==> config.mk <==
export PLATFORM = sky130hd
export DESIGN_NAME = cdma_rd_cmd_gen_flat
export DESIGN_NICKNAME = d
export VERILOG_FILES = /design/src/rtl/cdma_rd_cmd_gen_if.sv /design/src/rtl/cdma_rd_cmd_gen.sv /design/src/flat_wrapper.sv
export SDC_FILE = /design/constraint.sdc
export NUM_CORES = 1
export LEC_CHECK = 0
export ABC_AREA = 1
export BUFFER_PORTS_ARGS = -buffer_cell sky130_fd_sc_hd__buf_2
export CORE_UTILIZATION = 49
export CTS_CLUSTER_DIAMETER = 40
export DETAILED_ROUTE_END_ITERATION = 10
export PLACE_DENSITY_LB_ADDON = 0.25
export SYNTH_ARGS = -nofsm -noshare
export SYNTH_HDL_FRONTEND = slang
export SYNTH_SLANG_ARGS = --single-unit
==> constraint.sdc <==
create_clock -name aclk -period 11.13 [get_ports aclk]
set_clock_uncertainty 0.05 [all_clocks]
set_input_delay 1.113 -clock aclk [delete_from_list [all_inputs] [get_ports aclk]]
set_output_delay 1.113 -clock aclk [all_outputs]
set_load 0.02 [all_outputs]
==> src/rtl/cdma_rd_cmd_gen_if.sv <==
// Bundle of job-request and read-command signals for cdma_rd_cmd_gen.
// The "slave" modport is the command generator's view of the bundle.
// The "master" modport is the view of the job source and the read engine.
interface cdma_rd_cmd_gen_if #(
    parameter int ADDR_BITS = 64,
    parameter int LEN_BITS  = 32
) ();

    // Job request side
    logic                 job_valid;
    logic                 job_ready;
    logic [ADDR_BITS-1:0] job_addr;
    logic [LEN_BITS-1:0]  job_len;
    logic [LEN_BITS-1:0]  job_chunk;
    logic                 job_done;
    logic                 busy;
    logic                 err_spurious;

    // Read command side toward the CDMA read engine
    logic                 rd_valid;
    logic                 rd_ready;
    logic [ADDR_BITS-1:0] rd_paddr;
    logic [LEN_BITS-1:0]  rd_len;
    logic                 rd_done;

    modport slave (
        input  job_valid,
        input  job_addr,
        input  job_len,
        input  job_chunk,
        input  rd_ready,
        input  rd_done,
        output job_ready,
        output job_done,
        output busy,
        output err_spurious,
        output rd_valid,
        output rd_paddr,
        output rd_len
    );

    modport master (
        output job_valid,
        output job_addr,
        output job_len,
        output job_chunk,
        output rd_ready,
        output rd_done,
        input  job_ready,
        input  job_done,
        input  busy,
        input  err_spurious,
        input  rd_valid,
        input  rd_paddr,
        input  rd_len
    );

endinterface

==> src/rtl/cdma_rd_cmd_gen.sv <==
// CDMA read command generator.
// Splits one job (base address, total length, chunk size) into a stream of
// read commands of at most one chunk each, keeps at most MAX_OUTSTANDING
// commands in flight, and pulses job_done once every command has completed.
// The interface instance must be built with the same ADDR_BITS/LEN_BITS.
module cdma_rd_cmd_gen #(
    parameter int ADDR_BITS       = 64,
    parameter int LEN_BITS        = 32,
    parameter int MAX_OUTSTANDING = 8
) (
    input  logic              aclk,
    input  logic              areset,
    cdma_rd_cmd_gen_if.slave  bus
);

    localparam int                OW      = $clog2(MAX_OUTSTANDING + 1);
    localparam logic [OW-1:0]     MAX_CNT = OW'(MAX_OUTSTANDING);

    typedef enum logic [1:0] {
        IDLE  = 2'd0,
        ISSUE = 2'd1,
        DRAIN = 2'd2,
        DONE  = 2'd3
    } state_t;

    state_t               state_q;
    logic                 rd_valid_q;
    logic [ADDR_BITS-1:0] rd_paddr_q;
    logic [LEN_BITS-1:0]  rd_len_q;
    logic                 job_done_q;
    logic                 err_q;
    logic [OW-1:0]        outstanding_q;
    logic [OW-1:0]        outstanding_d;
    logic [LEN_BITS-1:0]  remaining_q;
    logic [ADDR_BITS-1:0] cur_addr_q;
    logic [LEN_BITS-1:0]  chunk_q;

    logic                 accept;
    logic                 hs;
    logic                 spurious;
    logic [ADDR_BITS-1:0] addr_d;
    logic [LEN_BITS-1:0]  rem_d;
    logic [LEN_BITS-1:0]  next_len;
    logic                 can_load;

    // Job acceptance only in IDLE; the command handshake only exists while rd_valid is up.
    assign accept = bus.job_valid && (state_q == IDLE);
    assign hs     = rd_valid_q && bus.rd_ready;

    // In-flight command count: a handshake adds one, a completion removes one,
    // both together cancel. A completion with nothing in flight is flagged.
    always_comb begin
        outstanding_d = outstanding_q;
        spurious      = 1'b0;
        unique case ({hs, bus.rd_done})
            2'b10:   outstanding_d = outstanding_q + 1'b1;
            2'b01: begin
                if (outstanding_q != '0) begin
                    outstanding_d = outstanding_q - 1'b1;
                end else begin
                    spurious = 1'b1;
                end
            end
            default: outstanding_d = outstanding_q;
        endcase
    end

    // Address/remaining as they stand after this cycle's handshake (if any),
    // and whether the next command can be loaded back-to-back.
    always_comb begin
        addr_d   = cur_addr_q;
        rem_d    = remaining_q;
        if (hs) begin
            addr_d = cur_addr_q + ADDR_BITS'(rd_len_q);
            rem_d  = remaining_q - rd_len_q;
        end
        next_len = (rem_d < chunk_q) ? rem_d : chunk_q;
        can_load = (state_q == ISSUE) && (!rd_valid_q || hs) &&
                   (rem_d != '0) && (outstanding_d < MAX_CNT);
    end

    // Control FSM with registered command/status outputs.
    always_ff @(posedge aclk) begin
        if (areset) begin
            state_q       <= IDLE;
            rd_valid_q    <= 1'b0;
            rd_paddr_q    <= '0;
            rd_len_q      <= '0;
            job_done_q    <= 1'b0;
            err_q         <= 1'b0;
            outstanding_q <= '0;
            remaining_q   <= '0;
        end else begin
            outstanding_q <= outstanding_d;
            job_done_q    <= 1'b0;
            if (spurious) begin
                err_q <= 1'b1;
            end
            case (state_q)
                IDLE: begin
                    if (accept) begin
                        remaining_q <= bus.job_len;
                        if (bus.job_len == '0) begin
                            state_q    <= DONE;
                            job_done_q <= 1'b1;
                        end else begin
                            state_q <= ISSUE;
                        end
                    end
                end
                ISSUE: begin
                    remaining_q <= rem_d;
                    if (can_load) begin
                        rd_valid_q <= 1'b1;
                        rd_paddr_q <= addr_d;
                        rd_len_q   <= next_len;
                    end else if (hs) begin
                        rd_valid_q <= 1'b0;
                    end
                    if (hs && (rem_d == '0)) begin
                        state_q <= DRAIN;
                    end
                end
                DRAIN: begin
                    if (outstanding_d == '0) begin
                        state_q    <= DONE;
                        job_done_q <= 1'b1;
                    end
                end
                DONE: begin
                    state_q <= IDLE;
                end
                default: begin
                    state_q <= IDLE;
                end
            endcase
        end
    end

    // Job datapath: base address and chunk size captured at acceptance, address
    // advanced by each accepted command (wrapping naturally at ADDR_BITS).
    always_ff @(posedge aclk) begin
        if (accept) begin
            cur_addr_q <= bus.job_addr;
            chunk_q    <= (bus.job_chunk == '0) ? bus.job_len : bus.job_chunk;
        end else begin
            cur_addr_q <= addr_d;
        end
    end

    assign bus.job_ready    = (state_q == IDLE);
    assign bus.busy         = (state_q != IDLE);
    assign bus.job_done     = job_done_q;
    assign bus.err_spurious = err_q;
    assign bus.rd_valid     = rd_valid_q;
    assign bus.rd_paddr     = rd_paddr_q;
    assign bus.rd_len       = rd_len_q;

endmodule

==> src/flat_wrapper.sv <==
// flat-port wrapper written by rule: the top's interface ports become plain ports
module cdma_rd_cmd_gen_flat 
#(
    parameter int ADDR_BITS       = 64,
    parameter int LEN_BITS        = 32,
    parameter int MAX_OUTSTANDING = 8
)
  (aclk, areset, bus_job_valid, bus_job_addr, bus_job_len, bus_job_chunk, bus_rd_ready, bus_rd_done, bus_job_ready, bus_job_done, bus_busy, bus_err_spurious, bus_rd_valid, bus_rd_paddr, bus_rd_len);
  cdma_rd_cmd_gen_if #(.ADDR_BITS(ADDR_BITS), .LEN_BITS(LEN_BITS)) bus_i ();
  input  logic aclk;
  input  logic areset;
  input wire logic [$bits(bus_i.job_valid)-1:0] bus_job_valid;
  input wire logic [$bits(bus_i.job_addr)-1:0] bus_job_addr;
  input wire logic [$bits(bus_i.job_len)-1:0] bus_job_len;
  input wire logic [$bits(bus_i.job_chunk)-1:0] bus_job_chunk;
  input wire logic [$bits(bus_i.rd_ready)-1:0] bus_rd_ready;
  input wire logic [$bits(bus_i.rd_done)-1:0] bus_rd_done;
  output wire logic [$bits(bus_i.job_ready)-1:0] bus_job_ready;
  output wire logic [$bits(bus_i.job_done)-1:0] bus_job_done;
  output wire logic [$bits(bus_i.busy)-1:0] bus_busy;
  output wire logic [$bits(bus_i.err_spurious)-1:0] bus_err_spurious;
  output wire logic [$bits(bus_i.rd_valid)-1:0] bus_rd_valid;
  output wire logic [$bits(bus_i.rd_paddr)-1:0] bus_rd_paddr;
  output wire logic [$bits(bus_i.rd_len)-1:0] bus_rd_len;
  assign bus_i.job_valid = bus_job_valid;
  assign bus_i.job_addr = bus_job_addr;
  assign bus_i.job_len = bus_job_len;
  assign bus_i.job_chunk = bus_job_chunk;
  assign bus_i.rd_ready = bus_rd_ready;
  assign bus_i.rd_done = bus_rd_done;
  assign bus_job_ready = bus_i.job_ready;
  assign bus_job_done = bus_i.job_done;
  assign bus_busy = bus_i.busy;
  assign bus_err_spurious = bus_i.err_spurious;
  assign bus_rd_valid = bus_i.rd_valid;
  assign bus_rd_paddr = bus_i.rd_paddr;
  assign bus_rd_len = bus_i.rd_len;
  cdma_rd_cmd_gen #(.ADDR_BITS(ADDR_BITS), .LEN_BITS(LEN_BITS), .MAX_OUTSTANDING(MAX_OUTSTANDING)) u_core (.aclk(aclk), .areset(areset), .bus(bus_i));
endmodule
### After elaboration in Yosys (flattened, before gate mapping)

Index checks and enable logic that the tools add are counted.

| operators by class | value |
|---|---|
| reduce and logical (&&, ||, !) cells | 22 |
| eq/ne operators | 8 |
| magnitude comparators | 2 |
| multiplexer cells | 22 |
| add/sub/neg operators | 4 |

Operators by type and width:

| operator | count |
|---|---|
| 32-bit 2-to-1 mux | 4 |
| 64-bit 2-to-1 mux | 2 |
| 32-bit logical NOT | 3 |
| 64-bit by 32-bit adder with 64-bit output | 1 |
| 32-bit case mux with 2 select lines | 1 |
| 32-bit less-than comparator | 1 |
| 32-bit nonzero test | 1 |
| 32-bit subtractor | 1 |
| 2-bit 2-to-1 mux | 4 |
| 2-bit case mux with 4 select lines | 1 |
| 4-bit case mux with 2 select lines | 1 |
| 1-bit 2-to-1 mux | 7 |
| 2-bit equality test (second input constant) | 3 |
| 1-bit logical AND | 6 |
| 2-bit AND reduction | 3 |
| 2-bit nonzero test | 3 |
| 4-bit by 1-bit adder with 4-bit output (second input constant) | 1 |
| 2-bit by 1-bit equality test with 1-bit output (second input constant) | 2 |
| 4-bit logical NOT | 1 |
| 4-bit less-than comparator (second input constant) | 1 |
| 4-bit 2-to-1 mux | 1 |
| 2-bit by 1-bit inequality test with 1-bit output (second input constant) | 2 |
| 4-bit nonzero test | 1 |
| 4-bit by 1-bit subtractor with 4-bit output (second input constant) | 1 |
| other kinds (6) | 6 |

| storage, ports and cells | value |
|---|---|
| logic and storage cells | 68 |
| bits in registers | 233 |
| output and inout port bits | 101 |

### Depth between registers and ports, before layout

| depth | value |
|---|---|
| word-level depth | 7 |
| mapped depth | 29 |
| gate-level depth less buffers | 28 |

### Least setup slack after synthesis

No wires, ideal clock.

| timing path | value |
|---|---|
| path type | input -> register |
| start | input bus_rd_ready |
| end | register u_core.rd_len_q[10] (netlist: u_core.bus.rd_len[10]) |
| stages on the path | 17 |
| arrival | 4,080 ps |
| path slack | 6,929 ps |
| setup time | 70 ps |
| cell sequence | nand2_2 > inv_2 > clkbuf_1 > clkbuf_1 > buf_1 > clkbuf_1 > ha_1 > inv_1 > o221ai_1 > o21ai_0 > o21ai_0 > nor2_1 > a21boi_4 > buf_6 > buf_2 > nand2_1 > a21oi_1 |

| between the ends | value |
|---|---|
| cells in the longest elaborated chain, start to end | 6 |

Ends and longest elaborated chain:

| element | RTL line | RTL |
|---|---|---|
| from (decl) | flat_wrapper.sv:16 | `input wire logic [$bits(bus_i.rd_ready)-1:0] bus_rd_ready;` |
| 1-bit logical AND * | cdma_rd_cmd_gen.sv:48 | `assign hs = rd_valid_q && bus.rd_ready;` |
| parallel branches: the longest is 5 deep, another holds 32-bit less-than comparator | -- |  |
| to (signal assigned) | cdma_rd_cmd_gen.sv:116 | `rd_len_q <= next_len;` |
| to (decl) | cdma_rd_cmd_gen.sv:29 | `logic [LEN_BITS-1:0] rd_len_q;` |

Every way passes the cells marked *.
A chain may end at the register's enable or synchronous reset.

### Worst setup path in the final report

| timing path | value |
|---|---|
| start | register u_core.rd_len_q[0] (netlist: u_core.bus.rd_len[0]) |
| end | register u_core.rd_len_q[7] (netlist: u_core.bus.rd_len[7]) |

| between the ends | value |
|---|---|
| cells in the longest elaborated chain, start to end | 6 |

Ends and longest elaborated chain:

| element | RTL line | RTL |
|---|---|---|
| 32-bit subtractor * | cdma_rd_cmd_gen.sv:75 | `rem_d = remaining_q - rd_len_q;` |
| 32-bit 2-to-1 mux * | cdma_rd_cmd_gen.sv:73 | `if (hs) begin` |
| parallel branches: the longest is 4 deep, another holds 32-bit less-than comparator | -- |  |

Marks and branches as above.

==> reports/summary.txt <==
outcome -> finished, final reports clean
cell family with most CP delay -> simple AND/OR/NAND/NOR gates
initial DRC count -> 1,412
Main synth FF type -> dfxtp_1
Post-Syn Area -> 0.0162 sq mm
Setup TNS Final -> 0 ns
CTS clk-pin slew, worst paths -> 0.05 ns
Worst Reg-to-Reg Cells -> 26
Die X -> 184 microns
Gate Count Post-Synth -> 2,565
post-synthesis register bit count -> 233
first-pass GRT wire length -> 87.3 mm
Critical Path Source Type -> flop
crit end category -> flop
Clock Root Buffer -> clkbuf_16
post-synthesis async set-or-reset flop share -> 0
Max Cap Viol -> 0
wirelength, routed -> 56.9 mm
RSZ-0062 raised after global routing -> no
count of final setup violators -> 0
Filler Cell Count -> 3,269
area grow syn2layout -> 17.0%
Avg Cell Area, Syn -> 6.32 sq um
min cycle time layout -> 5.71 ns
synth unique cells -> 50
largest net degree at the start of global routing -> 93
ANT cells -> 0
FF-to-FF Start -> u_core.bus.rd_len[0]
port bufs -> 233
fraction of layout cells with a size suffix above 1 -> 0.129
Mapped Nets -> 2,801
CTS tree -> done
Pre-antenna DRT Iters -> 6
pwr/cell area -> 338 mW/mm^2
Largest stage delay, worst path -> 0.57 ns
Clock Sinks -> 233
CP Class -> reg -> reg
Slew Limit Headroom -> 0.373
largest cells by area after synthesis -> dfxtp_1 25%, nand2_1 19%, inv_1 8.6%
cell with the most instances after synthesis -> nand2_1
Initial Util -> 0.498
crit path max-delay cell type -> dfxtp_1
I/O pins -> 234
area leader, netlist -> dfxtp_1
Congestion Overflow GR -> 0
Via density -> 5.36
reg2reg setup slack -> 5.42 ns
Final GP Congestion -> 1.04
total die area -> 0.0338 sq mm
Residual DRC -> 0
Worst path depth -> 26
Post-CTS Hold Buffers -> 0
Sequential Area -> 0.00498 sq mm
initial antenna violation count -> 1
row count -> 66
routed length per instance -> 17.6 microns
fmax -> 175 MHz
Hold WC Path Type -> reg -> reg
Final Cycle Share -> 0.513
Slew Viols, Final -> 0
setup repair bufs after CTS -> 0
deepest clock path buffer count -> 3
WP data arrival -> 6.03 ns
Resized Gates After CTS -> 0
clk_lat worst skew -> 0.54 ns
VDD IR-drop max -> 0.169 mV
final net count -> 3,002
die height -> 184 microns
total CTS buffers -> 39
Slew @ Worst Pin -> 0.940 ns
top post-synthesis cells by count -> 830 x nand2_1, 372 x inv_1, 227 x nor2_1
Hold Path Stages -> 2
sequential share of the synthesized area -> 0.308
Yosys warnings -> 0
number of flops mapped to enable cells by yosys -> 32
Final Hold Viols -> 0
gr usage total -> 0.335
core area -> 0.0325 sq mm
Multi-input gate area -> 0.00940 sq mm
Worst setup startpoint -> u_core.bus.rd_len[0]
CP max FO -> 33
critical path buffer and inverter count -> 4
Critical Path RT -> 11.46 ns
H-tree depth -> 2
CP Capture Point -> u_core.bus.rd_len[7]
Worst path most repeated cell -> nand2_1
RR Endpoint -> u_core.bus.rd_len[7]
Static Leak -> 9.59 nW
vias in the first global route -> 15,900
post-route ant nets -> 0
vias post-DR -> 17,400
dpl hpwl -> 44.3 mm
share of the synthesized area in the top cell type -> 0.248
Min Hold Slack -> 0.407 ns
-- layout by cell type (no fill, tap or decap), drive strengths merged, types with 4 or more instances in the layout --
cell type / n
a21o: 4
a21oi: 114
a31oi: 50
buf: 246
clkbuf: 46
clkinv: 13
dfxtp: 201
edfxtp: 32
ha: 101
inv: 385
nand2: 837
nand3: 90
nand4: 34
nor2: 234
nor3: 33
nor4: 21
o21a: 7
o21ai: 219
o21bai: 14
or2: 17
xnor2: 26
xor2: 39
-- state kept, by name (all words and copies together), names as in the netlist --
name                     flops
u_core.bus.err_spurious      1
u_core.bus.job_done          1
u_core.bus.rd_len           32
u_core.bus.rd_paddr         64
u_core.bus.rd_valid          1
u_core.chunk_q              32
u_core.cur_addr_q           64
u_core.outstanding_q         4
u_core.remaining_q          32
u_core.state_q               2
-- layer usage --
| layer | vias up | part of all wire | global-route usage |
|---|---|---|---|
| met1 | 7947 | 0.46 | 0.472 |
| li1 | 8598 | - | - |
| met3 | 98 | 0.090 | 0.0687 |
| met4 | 0 | 0.026 | 0.0970 |
| met2 | 720 | 0.42 | 0.513 |
| met5 | - | 0 | 0 |
-- metrics by stage --
step           utilization  setup slack (ns)  std cells  total power, mW  instance area [sq um]
6_report             0.583              5.42       3237             6.42                  19000
5_1_grt              0.583              5.04       3237             6.95                  19000
2_1_floorplan            -              6.93       2565             4.07                  16200
3_5_place_dp         0.542              5.14       3167             5.10                  17600
3_3_place_gp         0.542              5.34       3167             5.06                  17600
4_1_cts              0.583              5.60       3237             6.35                  19000
-- worst min path at each step --
stage                                   end                     from  slack, ns
finish              u_core.bus.err_spurious  u_core.bus.err_spurious       0.41
global route        u_core.bus.err_spurious  u_core.bus.err_spurious       0.44
CTS                 u_core.bus.err_spurious  u_core.bus.err_spurious       0.40
detailed placement  u_core.bus.err_spurious  u_core.bus.err_spurious       0.39
global placement    u_core.bus.err_spurious  u_core.bus.err_spurious       0.39
floorplan                 u_core.state_q[1]        u_core.state_q[1]       0.43
-- logic make-up (layout without fill, tap and decap cells) --
kind of cell	count (synthesis)	after routing	share of synthesized area
xor+xnor	65	65	0.0351
flops	233	233	0.308
simple gates	1274	1274	0.321
compound gates	422	422	0.142
mux	2	2	0.00124
buf+inv	466	696	0.113
fa+ha+maj	103	103	0.0804
-- power breakdown --
part / internal, mW / leakage [nW] / switching (mW)
Clock: 0.771 / 0.653 / 0.456
Sequential: 1.18 / 1.96 / 0.308
Combinational: 1.18 / 6.98 / 2.52
-- layout make-up --
| cell class | instances | area share |
|---|---|---|
| clock buffers | 46 | 0.0567 |
| inverters | 380 | 0.0753 |
| flip-flops and latches | 233 | 0.263 |
| multi-input cells | 1866 | 0.496 |
| clock inverters | 24 | 0.0138 |
| repair buffers | 246 | 0.0666 |
| well taps | 442 | 0.0292 |
-- tightest hold or removal path, delay by kind of cell, from the launching register on --
kind	cells	cell delay [ns]
flip-flops	1	0.31
buffers and inverters	1	0.05
AO/OA/AOI/OAI	1	0.05
No activity file was read; power rests on OpenSTA's default activity.
